**config.mk**
```make
export PLATFORM = sky130hd
export DESIGN_NAME = multicycle_control_flat
export DESIGN_NICKNAME = d
export VERILOG_FILES = /design/src/rtl/multicycle_control_pkg.sv /design/src/rtl/multicycle_control_if.sv /design/src/rtl/multicycle_control_outdec.sv /design/src/rtl/multicycle_control.sv /design/src/flat_wrapper.sv
export SDC_FILE = /design/constraint.sdc
export NUM_CORES = 1
export LEC_CHECK = 0
export BUFFER_PORTS_ARGS = -buffer_cell sky130_fd_sc_hd__clkbuf_2
export CAP_MARGIN = 30
export CORE_ASPECT_RATIO = 1.2
export CORE_MARGIN = 10
export CORE_UTILIZATION = 45
export CTS_BUF_LIST = sky130_fd_sc_hd__clkbuf_4 sky130_fd_sc_hd__clkbuf_8
export CTS_CLUSTER_SIZE = 14
export DETAILED_ROUTE_END_ITERATION = 10
export HOLD_SLACK_MARGIN = 0.02
export PLACE_DENSITY_LB_ADDON = 0.2
export SYNTH_ARGS = -nofsm -noshare
export SYNTH_HDL_FRONTEND = slang
export SYNTH_SLANG_ARGS = --single-unit
```
**constraint.sdc**
```tcl
create_clock -name clk -period 1.5 [get_ports clk]
set_input_delay 0.075 -clock clk [delete_from_list [all_inputs] [get_ports clk]]
set_output_delay 0.075 -clock clk [all_outputs]
set_load 0.05 [all_outputs]
```
**src/rtl/multicycle_control_pkg.sv**
```systemverilog
// Shared definitions for the multi-cycle MIPS main control: opcodes, ALUOp codes,
// datapath select encodings, FSM states and the decoded control word.
package mips_ctrl_pkg;

    localparam logic [5:0] OP_RTYPE = 6'b000000;
    localparam logic [5:0] OP_ADDI  = 6'b001000;
    localparam logic [5:0] OP_ORI   = 6'b001101;
    localparam logic [5:0] OP_LUI   = 6'b001111;
    localparam logic [5:0] OP_LW    = 6'b100011;
    localparam logic [5:0] OP_SW    = 6'b101011;
    localparam logic [5:0] OP_BEQ   = 6'b000100;
    localparam logic [5:0] OP_J     = 6'b000010;

    localparam logic [2:0] ALUOP_NONE  = 3'b000;
    localparam logic [2:0] ALUOP_RTYPE = 3'b111;
    localparam logic [2:0] ALUOP_ADD   = 3'b100;
    localparam logic [2:0] ALUOP_OR    = 3'b101;
    localparam logic [2:0] ALUOP_LUI   = 3'b011;
    localparam logic [2:0] ALUOP_SUB   = 3'b001;

    localparam logic [1:0] SRCB_B     = 2'b00;
    localparam logic [1:0] SRCB_FOUR  = 2'b01;
    localparam logic [1:0] SRCB_IMM   = 2'b10;
    localparam logic [1:0] SRCB_IMMSH = 2'b11;

    localparam logic [1:0] PCSRC_ALU    = 2'b00;
    localparam logic [1:0] PCSRC_ALUOUT = 2'b01;
    localparam logic [1:0] PCSRC_JUMP   = 2'b10;

    typedef enum logic [3:0] {
        S_RST       = 4'd0,
        S_FETCH     = 4'd1,
        S_DECODE    = 4'd2,
        S_MEM_ADDR  = 4'd3,
        S_MEM_READ  = 4'd4,
        S_MEM_WB    = 4'd5,
        S_MEM_WRITE = 4'd6,
        S_R_EXEC    = 4'd7,
        S_I_EXEC    = 4'd8,
        S_ALU_WB    = 4'd9,
        S_BRANCH    = 4'd10,
        S_JUMP      = 4'd11
    } state_t;

    typedef enum logic [3:0] {
        CLS_R       = 4'd0,
        CLS_ADDI    = 4'd1,
        CLS_ORI     = 4'd2,
        CLS_LUI     = 4'd3,
        CLS_LW      = 4'd4,
        CLS_SW      = 4'd5,
        CLS_BEQ     = 4'd6,
        CLS_J       = 4'd7,
        CLS_ILLEGAL = 4'd8
    } opclass_t;

    typedef struct packed {
        logic       pcwrite;
        logic       pcwritecond;
        logic       iord;
        logic       memread;
        logic       memwrite;
        logic       irwrite;
        logic       memtoreg;
        logic       regdst;
        logic       regwrite;
        logic       alusrca;
        logic [1:0] alusrcb;
        logic [2:0] aluop;
        logic [1:0] pcsource;
        logic       instrdone;
        logic       illegalop;
    } ctrl_t;

    function automatic opclass_t decode_class(input logic [5:0] op);
        case (op)
            OP_RTYPE: return CLS_R;
            OP_ADDI:  return CLS_ADDI;
            OP_ORI:   return CLS_ORI;
            OP_LUI:   return CLS_LUI;
            OP_LW:    return CLS_LW;
            OP_SW:    return CLS_SW;
            OP_BEQ:   return CLS_BEQ;
            OP_J:     return CLS_J;
            default:  return CLS_ILLEGAL;
        endcase
    endfunction

endpackage

```
**src/rtl/multicycle_control_if.sv**
```systemverilog
// Control bundle between the main control FSM (master) and the datapath (slave).
interface multicycle_control_if #(
    parameter int ALUOP_W = 3,
    parameter int STATE_W = 4
);
    logic [5:0]         Opcode;
    logic               MemReady;
    logic               PCWrite;
    logic               PCWriteCond;
    logic               IorD;
    logic               MemRead;
    logic               MemWrite;
    logic               IRWrite;
    logic               MemtoReg;
    logic               RegDst;
    logic               RegWrite;
    logic               ALUSrcA;
    logic [1:0]         ALUSrcB;
    logic [ALUOP_W-1:0] ALUOp;
    logic [1:0]         PCSource;
    logic               InstrDone;
    logic               IllegalOp;
    logic [STATE_W-1:0] State;

    modport master (
        input  Opcode, MemReady,
        output PCWrite, PCWriteCond, IorD, MemRead, MemWrite, IRWrite, MemtoReg,
               RegDst, RegWrite, ALUSrcA, ALUSrcB, ALUOp, PCSource, InstrDone,
               IllegalOp, State
    );

    modport slave (
        output Opcode, MemReady,
        input  PCWrite, PCWriteCond, IorD, MemRead, MemWrite, IRWrite, MemtoReg,
               RegDst, RegWrite, ALUSrcA, ALUSrcB, ALUOp, PCSource, InstrDone,
               IllegalOp, State
    );
endinterface

```
**src/rtl/multicycle_control_outdec.sv**
```systemverilog
// Combinational state + latched opcode class -> datapath control word.
module multicycle_control_outdec
    import mips_ctrl_pkg::*;
(
    input  state_t   state,
    input  opclass_t cls,
    input  opclass_t deccls,
    input  logic     memready,
    output ctrl_t    ctrl
);

    always_comb begin
        ctrl = '0;
        case (state)
            S_FETCH: begin
                ctrl.memread = 1'b1;
                ctrl.alusrcb = SRCB_FOUR;
                ctrl.aluop   = ALUOP_ADD;
                ctrl.irwrite = memready;
                ctrl.pcwrite = memready;
            end
            S_DECODE: begin
                ctrl.alusrcb = SRCB_IMMSH;
                ctrl.aluop   = ALUOP_ADD;
                if (deccls == CLS_ILLEGAL) begin
                    ctrl.illegalop = 1'b1;
                    ctrl.instrdone = 1'b1;
                end
            end
            S_MEM_ADDR: begin
                ctrl.alusrca = 1'b1;
                ctrl.alusrcb = SRCB_IMM;
                ctrl.aluop   = ALUOP_ADD;
            end
            S_MEM_READ: begin
                ctrl.memread = 1'b1;
                ctrl.iord    = 1'b1;
            end
            S_MEM_WB: begin
                ctrl.regwrite  = 1'b1;
                ctrl.memtoreg  = 1'b1;
                ctrl.instrdone = 1'b1;
            end
            S_MEM_WRITE: begin
                ctrl.memwrite  = 1'b1;
                ctrl.iord      = 1'b1;
                ctrl.instrdone = memready;
            end
            S_R_EXEC: begin
                ctrl.alusrca = 1'b1;
                ctrl.alusrcb = SRCB_B;
                ctrl.aluop   = ALUOP_RTYPE;
            end
            S_I_EXEC: begin
                ctrl.alusrca = 1'b1;
                ctrl.alusrcb = SRCB_IMM;
                case (cls)
                    CLS_ORI: ctrl.aluop = ALUOP_OR;
                    CLS_LUI: ctrl.aluop = ALUOP_LUI;
                    default: ctrl.aluop = ALUOP_ADD;
                endcase
            end
            S_ALU_WB: begin
                ctrl.regwrite  = 1'b1;
                ctrl.regdst    = (cls == CLS_R);
                ctrl.instrdone = 1'b1;
            end
            S_BRANCH: begin
                ctrl.alusrca     = 1'b1;
                ctrl.alusrcb     = SRCB_B;
                ctrl.aluop       = ALUOP_SUB;
                ctrl.pcsource    = PCSRC_ALUOUT;
                ctrl.pcwritecond = 1'b1;
                ctrl.instrdone   = 1'b1;
            end
            S_JUMP: begin
                ctrl.pcsource  = PCSRC_JUMP;
                ctrl.pcwrite   = 1'b1;
                ctrl.instrdone = 1'b1;
            end
            default: ctrl = '0;
        endcase
    end

endmodule

```
**src/rtl/multicycle_control.sv**
```systemverilog
// Multi-cycle MIPS main control FSM; sequences fetch/decode/execute/memory/writeback
// and stalls on MemReady.
module multicycle_control
    import mips_ctrl_pkg::*;
#(
    parameter int ALUOP_W = 3,
    parameter int STATE_W = 4
) (
    input logic                 clk,
    input logic                 reset,
    multicycle_control_if.master bus
);

    state_t   state;
    opclass_t cls;
    opclass_t deccls;
    ctrl_t    ctrl;

    assign deccls = decode_class(bus.Opcode);

    // The opcode class is captured in DECODE so later states need no valid Opcode.
    always_ff @(posedge clk or negedge reset) begin
        if (!reset) begin
            state <= S_RST;
            cls   <= CLS_R;
        end else begin
            case (state)
                S_RST:       state <= S_FETCH;
                S_FETCH:     if (bus.MemReady) state <= S_DECODE;
                S_DECODE: begin
                    cls <= deccls;
                    case (deccls)
                        CLS_LW, CLS_SW:              state <= S_MEM_ADDR;
                        CLS_R:                       state <= S_R_EXEC;
                        CLS_ADDI, CLS_ORI, CLS_LUI:  state <= S_I_EXEC;
                        CLS_BEQ:                     state <= S_BRANCH;
                        CLS_J:                       state <= S_JUMP;
                        default:                     state <= S_FETCH;
                    endcase
                end
                S_MEM_ADDR:  state <= (cls == CLS_LW) ? S_MEM_READ : S_MEM_WRITE;
                S_MEM_READ:  if (bus.MemReady) state <= S_MEM_WB;
                S_MEM_WB:    state <= S_FETCH;
                S_MEM_WRITE: if (bus.MemReady) state <= S_FETCH;
                S_R_EXEC:    state <= S_ALU_WB;
                S_I_EXEC:    state <= S_ALU_WB;
                S_ALU_WB:    state <= S_FETCH;
                S_BRANCH:    state <= S_FETCH;
                S_JUMP:      state <= S_FETCH;
                default:     state <= S_FETCH;
            endcase
        end
    end

    multicycle_control_outdec u_outdec (
        .state    (state),
        .cls      (cls),
        .deccls   (deccls),
        .memready (bus.MemReady),
        .ctrl     (ctrl)
    );

    assign bus.PCWrite     = ctrl.pcwrite;
    assign bus.PCWriteCond = ctrl.pcwritecond;
    assign bus.IorD        = ctrl.iord;
    assign bus.MemRead     = ctrl.memread;
    assign bus.MemWrite    = ctrl.memwrite;
    assign bus.IRWrite     = ctrl.irwrite;
    assign bus.MemtoReg    = ctrl.memtoreg;
    assign bus.RegDst      = ctrl.regdst;
    assign bus.RegWrite    = ctrl.regwrite;
    assign bus.ALUSrcA     = ctrl.alusrca;
    assign bus.ALUSrcB     = ctrl.alusrcb;
    assign bus.ALUOp       = ALUOP_W'(ctrl.aluop);
    assign bus.PCSource    = ctrl.pcsource;
    assign bus.InstrDone   = ctrl.instrdone;
    assign bus.IllegalOp   = ctrl.illegalop;
    assign bus.State       = STATE_W'(state);

endmodule

```
**src/flat_wrapper.sv**
```systemverilog
// flat-port wrapper written by rule: the top's interface ports become plain ports
module multicycle_control_flat import mips_ctrl_pkg::*;
#(
    parameter int ALUOP_W = 3,
    parameter int STATE_W = 4
)
  (clk, reset, bus_Opcode, bus_MemReady, bus_PCWrite, bus_PCWriteCond, bus_IorD, bus_MemRead, bus_MemWrite, bus_IRWrite, bus_MemtoReg, bus_RegDst, bus_RegWrite, bus_ALUSrcA, bus_ALUSrcB, bus_ALUOp, bus_PCSource, bus_InstrDone, bus_IllegalOp, bus_State);
  multicycle_control_if #(.ALUOP_W(ALUOP_W), .STATE_W(STATE_W)) bus_i ();
  input logic clk;
  input logic reset;
  input wire logic [$bits(bus_i.Opcode)-1:0] bus_Opcode;
  input wire logic [$bits(bus_i.MemReady)-1:0] bus_MemReady;
  output wire logic [$bits(bus_i.PCWrite)-1:0] bus_PCWrite;
  output wire logic [$bits(bus_i.PCWriteCond)-1:0] bus_PCWriteCond;
  output wire logic [$bits(bus_i.IorD)-1:0] bus_IorD;
  output wire logic [$bits(bus_i.MemRead)-1:0] bus_MemRead;
  output wire logic [$bits(bus_i.MemWrite)-1:0] bus_MemWrite;
  output wire logic [$bits(bus_i.IRWrite)-1:0] bus_IRWrite;
  output wire logic [$bits(bus_i.MemtoReg)-1:0] bus_MemtoReg;
  output wire logic [$bits(bus_i.RegDst)-1:0] bus_RegDst;
  output wire logic [$bits(bus_i.RegWrite)-1:0] bus_RegWrite;
  output wire logic [$bits(bus_i.ALUSrcA)-1:0] bus_ALUSrcA;
  output wire logic [$bits(bus_i.ALUSrcB)-1:0] bus_ALUSrcB;
  output wire logic [$bits(bus_i.ALUOp)-1:0] bus_ALUOp;
  output wire logic [$bits(bus_i.PCSource)-1:0] bus_PCSource;
  output wire logic [$bits(bus_i.InstrDone)-1:0] bus_InstrDone;
  output wire logic [$bits(bus_i.IllegalOp)-1:0] bus_IllegalOp;
  output wire logic [$bits(bus_i.State)-1:0] bus_State;
  assign bus_i.Opcode = bus_Opcode;
  assign bus_i.MemReady = bus_MemReady;
  assign bus_PCWrite = bus_i.PCWrite;
  assign bus_PCWriteCond = bus_i.PCWriteCond;
  assign bus_IorD = bus_i.IorD;
  assign bus_MemRead = bus_i.MemRead;
  assign bus_MemWrite = bus_i.MemWrite;
  assign bus_IRWrite = bus_i.IRWrite;
  assign bus_MemtoReg = bus_i.MemtoReg;
  assign bus_RegDst = bus_i.RegDst;
  assign bus_RegWrite = bus_i.RegWrite;
  assign bus_ALUSrcA = bus_i.ALUSrcA;
  assign bus_ALUSrcB = bus_i.ALUSrcB;
  assign bus_ALUOp = bus_i.ALUOp;
  assign bus_PCSource = bus_i.PCSource;
  assign bus_InstrDone = bus_i.InstrDone;
  assign bus_IllegalOp = bus_i.IllegalOp;
  assign bus_State = bus_i.State;
  multicycle_control #(.ALUOP_W(ALUOP_W), .STATE_W(STATE_W)) u_core (.clk(clk), .reset(reset), .bus(bus_i));
endmodule
```
==> results of run 1 <==
repair_timing:
action	in CTS
resized for setup	46
setup buffers	8
endpoints found under the hold margin	8
hold buffers	1
pin swaps	5
setup endpoints to repair	20
cells in the mapped netlist, types with 3 or more instances:
| cell | n |
|---|---|
| a32o_1 | 3 |
| buf_2 | 4 |
| nor2_1 | 22 |
| nand2_1 | 8 |
| o21ai_0 | 3 |
| or3_1 | 3 |
| clkbuf_1 | 3 |
| nand2b_1 | 4 |
| nor3b_1 | 4 |
| nor3_1 | 6 |
| a21oi_1 | 10 |
| o22ai_1 | 4 |
| dfrtp_1 | 8 |
| xor2_1 | 3 |
metrics by stage:
stage	util (%)	setup TNS, ps	std cells	hold WS, ps
2_1_floorplan	-	-1920	123	-221
3_3_place_gp	74.0	-46.8	185	-74.1
3_5_place_dp	74.0	-97.5	185	-67.5
4_1_cts	89.8	-914	198	95.0
kinds of logic after synthesis:
family	synth area share [%]
and+or+nand+nor	36.6
buffers and inverters	8.59
xor gates and xnor gates	2.96
AOI/OAI and AO/OA	28.2
muxes	1.13
DFF	22.5
==> results_dict.tcl, run 1 <==
set metrics [dict create \
    portBuffers 31 \
    worstEndpointGrtRepair "bus_InstrDone" \
    start_util_pct 48.0 \
    numClockSinks 8 \
    synth_cell_types 42 \
    yosys_warnings 0 \
    netlist.area_leader.share_pct 22.5 \
    ys_ff_latch 8 \
    stop_stage "5_1_grt" \
    htree_levels 1 \
    ioPinCount 32 \
    grt_max_degree 11 \
    dieHeight_um 68.7 \
    synth_nets 132 \
    synth_edf_count 0 \
    dpl_cell_area_mm2 0.00137 \
    endpoint_type "primary output" \
    status "aborted with a tool error" \
    toolErrorMsg "[ERROR DPL-0038] Utilization greater than 100%, impossible to legalize" \
    hpwl_um 2440 \
    syn-instance-count 123 \
    async_flop_share_pct 100 \
    numCtsBuffers 3 \
    num_rows 17 \
    synthTopCellsByArea "dfrtp_1, nor2_1, a21oi_1" \
    clockRootBuffer "clkbuf_4" \
    yosysTopAreaCell "dfrtp_1" \
    dpl_worst_slack_ps -91.2 \
    avgSynthCellArea_um2 7.22 \
    netlist_area_um2 888 \
    yosysSeqAreaShare_pct 22.5 \
    die_x_um 60.6 \
    cts_buffer_depth 2 \
    ys.flop_type "dfrtp_1" \
    routabilityCongestion 0.877 \
]
==> inputs of run 2 (changes only) <==
CORE_AREA = 10 10 71 73   (was unset)
CORE_ASPECT_RATIO = unset   (was 1.2)
CORE_MARGIN = unset   (was 10)
CORE_UTILIZATION = unset   (was 45)
CTS_BUF_LIST = unset   (was sky130_fd_sc_hd__clkbuf_4 sky130_fd_sc_hd__clkbuf_8)
CTS_CLUSTER_SIZE = unset   (was 14)
DIE_AREA = 0 0 81 83   (was unset)
HOLD_SLACK_MARGIN = unset   (was 0.02)
PLACE_DENSITY_LB_ADDON = 0.15   (was 0.2)
clock period = 2 ns   (was 1.5 ns; I/O delays follow)
==> results_dict.tcl, run 2 <==
set metrics [dict create \
    setup_viol 0 \
    switching_share_pct 61.6 \
    gr-total-overflow 0 \
    dp_cells 197 \
    min_path_type "in2reg" \
    grt_pass1_wl_um 4950 \
    grt_setup_unrepaired "no" \
    yosysTopAreaCell "dfrtp_1" \
    antenna_found_initial 0 \
    numCtsBuffers 3 \
    dieHeight_um 83 \
    period_share_pct 91.1 \
    final_hold_viol_count 0 \
    start_util_pct 24.4 \
    max_slew.worst_pin.slew_ps 379 \
    worstPathRequired_ps 1900 \
    viasPerCell 4.94 \
    numClockSinks 8 \
    status "complete, no violations" \
    final_cells 201 \
    async_flop_share_pct 100 \
    ys.flop_type "dfrtp_1" \
    clockPowerShare_pct 9.8 \
    ir_drop_mv 0.302 \
    grt_use_total_pct 8.77 \
    nNetsFinal 164 \
    drc 0 \
    first_global_vias 1036 \
    num_rows 22 \
    synth_nets 132 \
    antennaDiodeCount 0 \
    synth_cell_types 42 \
    leakage_nw 0.516 \
    holdWs_ps 153 \
    wl_per_cell_um 14.4 \
    netlist_area_um2 888 \
    critPathKind "reg2out" \
    drive_gt1_share_pct 32.7 \
    final_cell_mix "clkbuf_2, nor2_1, a21oi_1" \
    crit_path_max_fanout 8 \
    combPwrFrac_pct 72.9 \
    path_clk_slew_ps 40 \
    cts_buffer_depth 2 \
    netlist.area_leader.share_pct 22.5 \
    htree_levels 1 \
    ioPinCount 32 \
    grt_max_degree 14 \
    synth_edf_count 0 \
    ys_ff_latch 8 \
    power_density_mw_per_mm2 1640 \
    max_freq_mhz 549 \
    layout_commonest_cell "clkbuf_2" \
    drt_iter0_drc 66 \
    num_vias 993 \
    syn-instance-count 123 \
    portBuffers 31 \
    fin_crit_ps 1820 \
    cp.arrival_ps 1720 \
    internal_power_uw 732 \
    clockRootBuffer "clkbuf_8" \
    yosys_warnings 0 \
    die_x_um 81 \
    yosysSeqAreaShare_pct 22.5 \
    postRouteAntennaNets 0 \
    maxCapViolations 0 \
    die_area_mm2 0.00672 \
    worst_skew_pair.late_latency_ps 220 \
    synth_common_cells "nor2_1, a21oi_1, dfrtp_1, nand2_1, nor3_1" \
    clock_skew_ps 3.24 \
    firstDrtPassIters 4 \
    finalMaxSlewViolations 0 \
    pwr-share-seq_pct 17.4 \
    routabilityCongestion 0.829 \
    p_switching_mw 1.17 \
    synth_most_common_cell "nor2_1" \
    core_mm2 0.00363 \
    relSlewSlack_pct 74.5 \
    hpwl_um 2340 \
    cts_tree "yes" \
    worst_setup_path_end_kind "primary output" \
    areaGrowthSynthToFinish_pct 30.8 \
    cts_setup_buffers 0 \
    avgSynthCellArea_um2 7.22 \
    wl_um 2890 \
    synthTopCellsByArea "dfrtp_1, nor2_1, a21oi_1" \
    cp-start-kind "register" \
]
## run 2: cell counts after synthesis
Identical to the previous run, type by type.
## run 2: what timing repair did
item / 4_1_cts / 5_1_grt
resized for setup: 0 / 1
hold buffers: 1 / 0
hold endpoints to repair: 8 / 0
endpoints found under the setup margin: 0 / 1
## run 2: final cells by class
| cell class | instances | area (um2) |
|---|---|---|
| timing repair buffer | 38 | 210 |
| fill | 418 | 2470 |
| inverter | 3 | 11.3 |
| tap | 48 | 60.1 |
| sequential | 8 | 201 |
| clock buffer | 3 | 41.3 |
| multi-input combinational | 101 | 638 |
## run 2: metal layers
| metal | vias to the layer above | track usage [%] | part of all wire, % |
|---|---|---|---|
| li1 | 514 | - | - |
| met1 | 450 | 10.8 | 45 |
| met2 | 27 | 13.3 | 44 |
| met3 | 2 | 2.69 | 9.0 |
| met4 | 0 | 4.23 | 1.4 |
| met5 | - | 0 | 0 |
## run 2: worst max-delay path, stage by stage, from the launching register on
cell and delay [ps]:
dfrtp_1 480, nand2b_1 270, buf_4 200, o211ai_1 80, and3b_1 190, clkbuf_2 280
## run 2: stage by stage
stage	worst slack, ps	instance area [um2]	TNS (ps)	util [%]	power, mW
after floorplan	-162	915	-285	-	1.39
final	178	1160	0	32.0	1.90
after global routing	60.6	1160	0	32.0	2.05
after detailed placement	246	1110	0	30.5	1.73
after global placement	276	1110	0	30.5	1.74
after CTS	136	1160	0	32.0	1.93
## run 2: logic make-up (layout without fill, tap and decap cells)
group,after synthesis,count (layout),synth area share (%)
AND/OR/NAND/NOR,61,61,36.6
AO/OA/AOI/OAI,36,36,28.2
buffers and inverters,14,44,8.59
flip-flops,8,8,22.5
XOR/XNOR,3,3,2.96
multiplexers,1,1,1.13
## run 2: power groups by stage
| stage | clock, mW | combinational, mW | sequential (mW) |
|---|---|---|---|
| 2_1_floorplan | 0 | 1.00 | 0.390 |
| 3_3_place_gp | 0 | 1.41 | 0.327 |
| 3_5_place_dp | 0 | 1.40 | 0.331 |
| 4_1_cts | 0.194 | 1.41 | 0.328 |
| 5_1_grt | 0.203 | 1.50 | 0.345 |
| 6_report | 0.186 | 1.39 | 0.331 |
## run 2: final timing paths
check                                     from                  end  slack [ps]  cells past startpoint
setup reg to reg           u_core.bus.State[3]  u_core.bus.State[2]         290                      5
hold / removal                   bus_Opcode[4]        u_core.cls[2]         150                      2
hold reg to reg                  u_core.cls[3]        u_core.cls[3]         500                      1
max in group asynchronous                reset  u_core.bus.State[3]        1550                      2
setup / recovery           u_core.bus.State[2]        bus_InstrDone         180                      5
min in group asynchronous                reset  u_core.bus.State[1]         250                      2
Power figures use the tool's default switching activity.
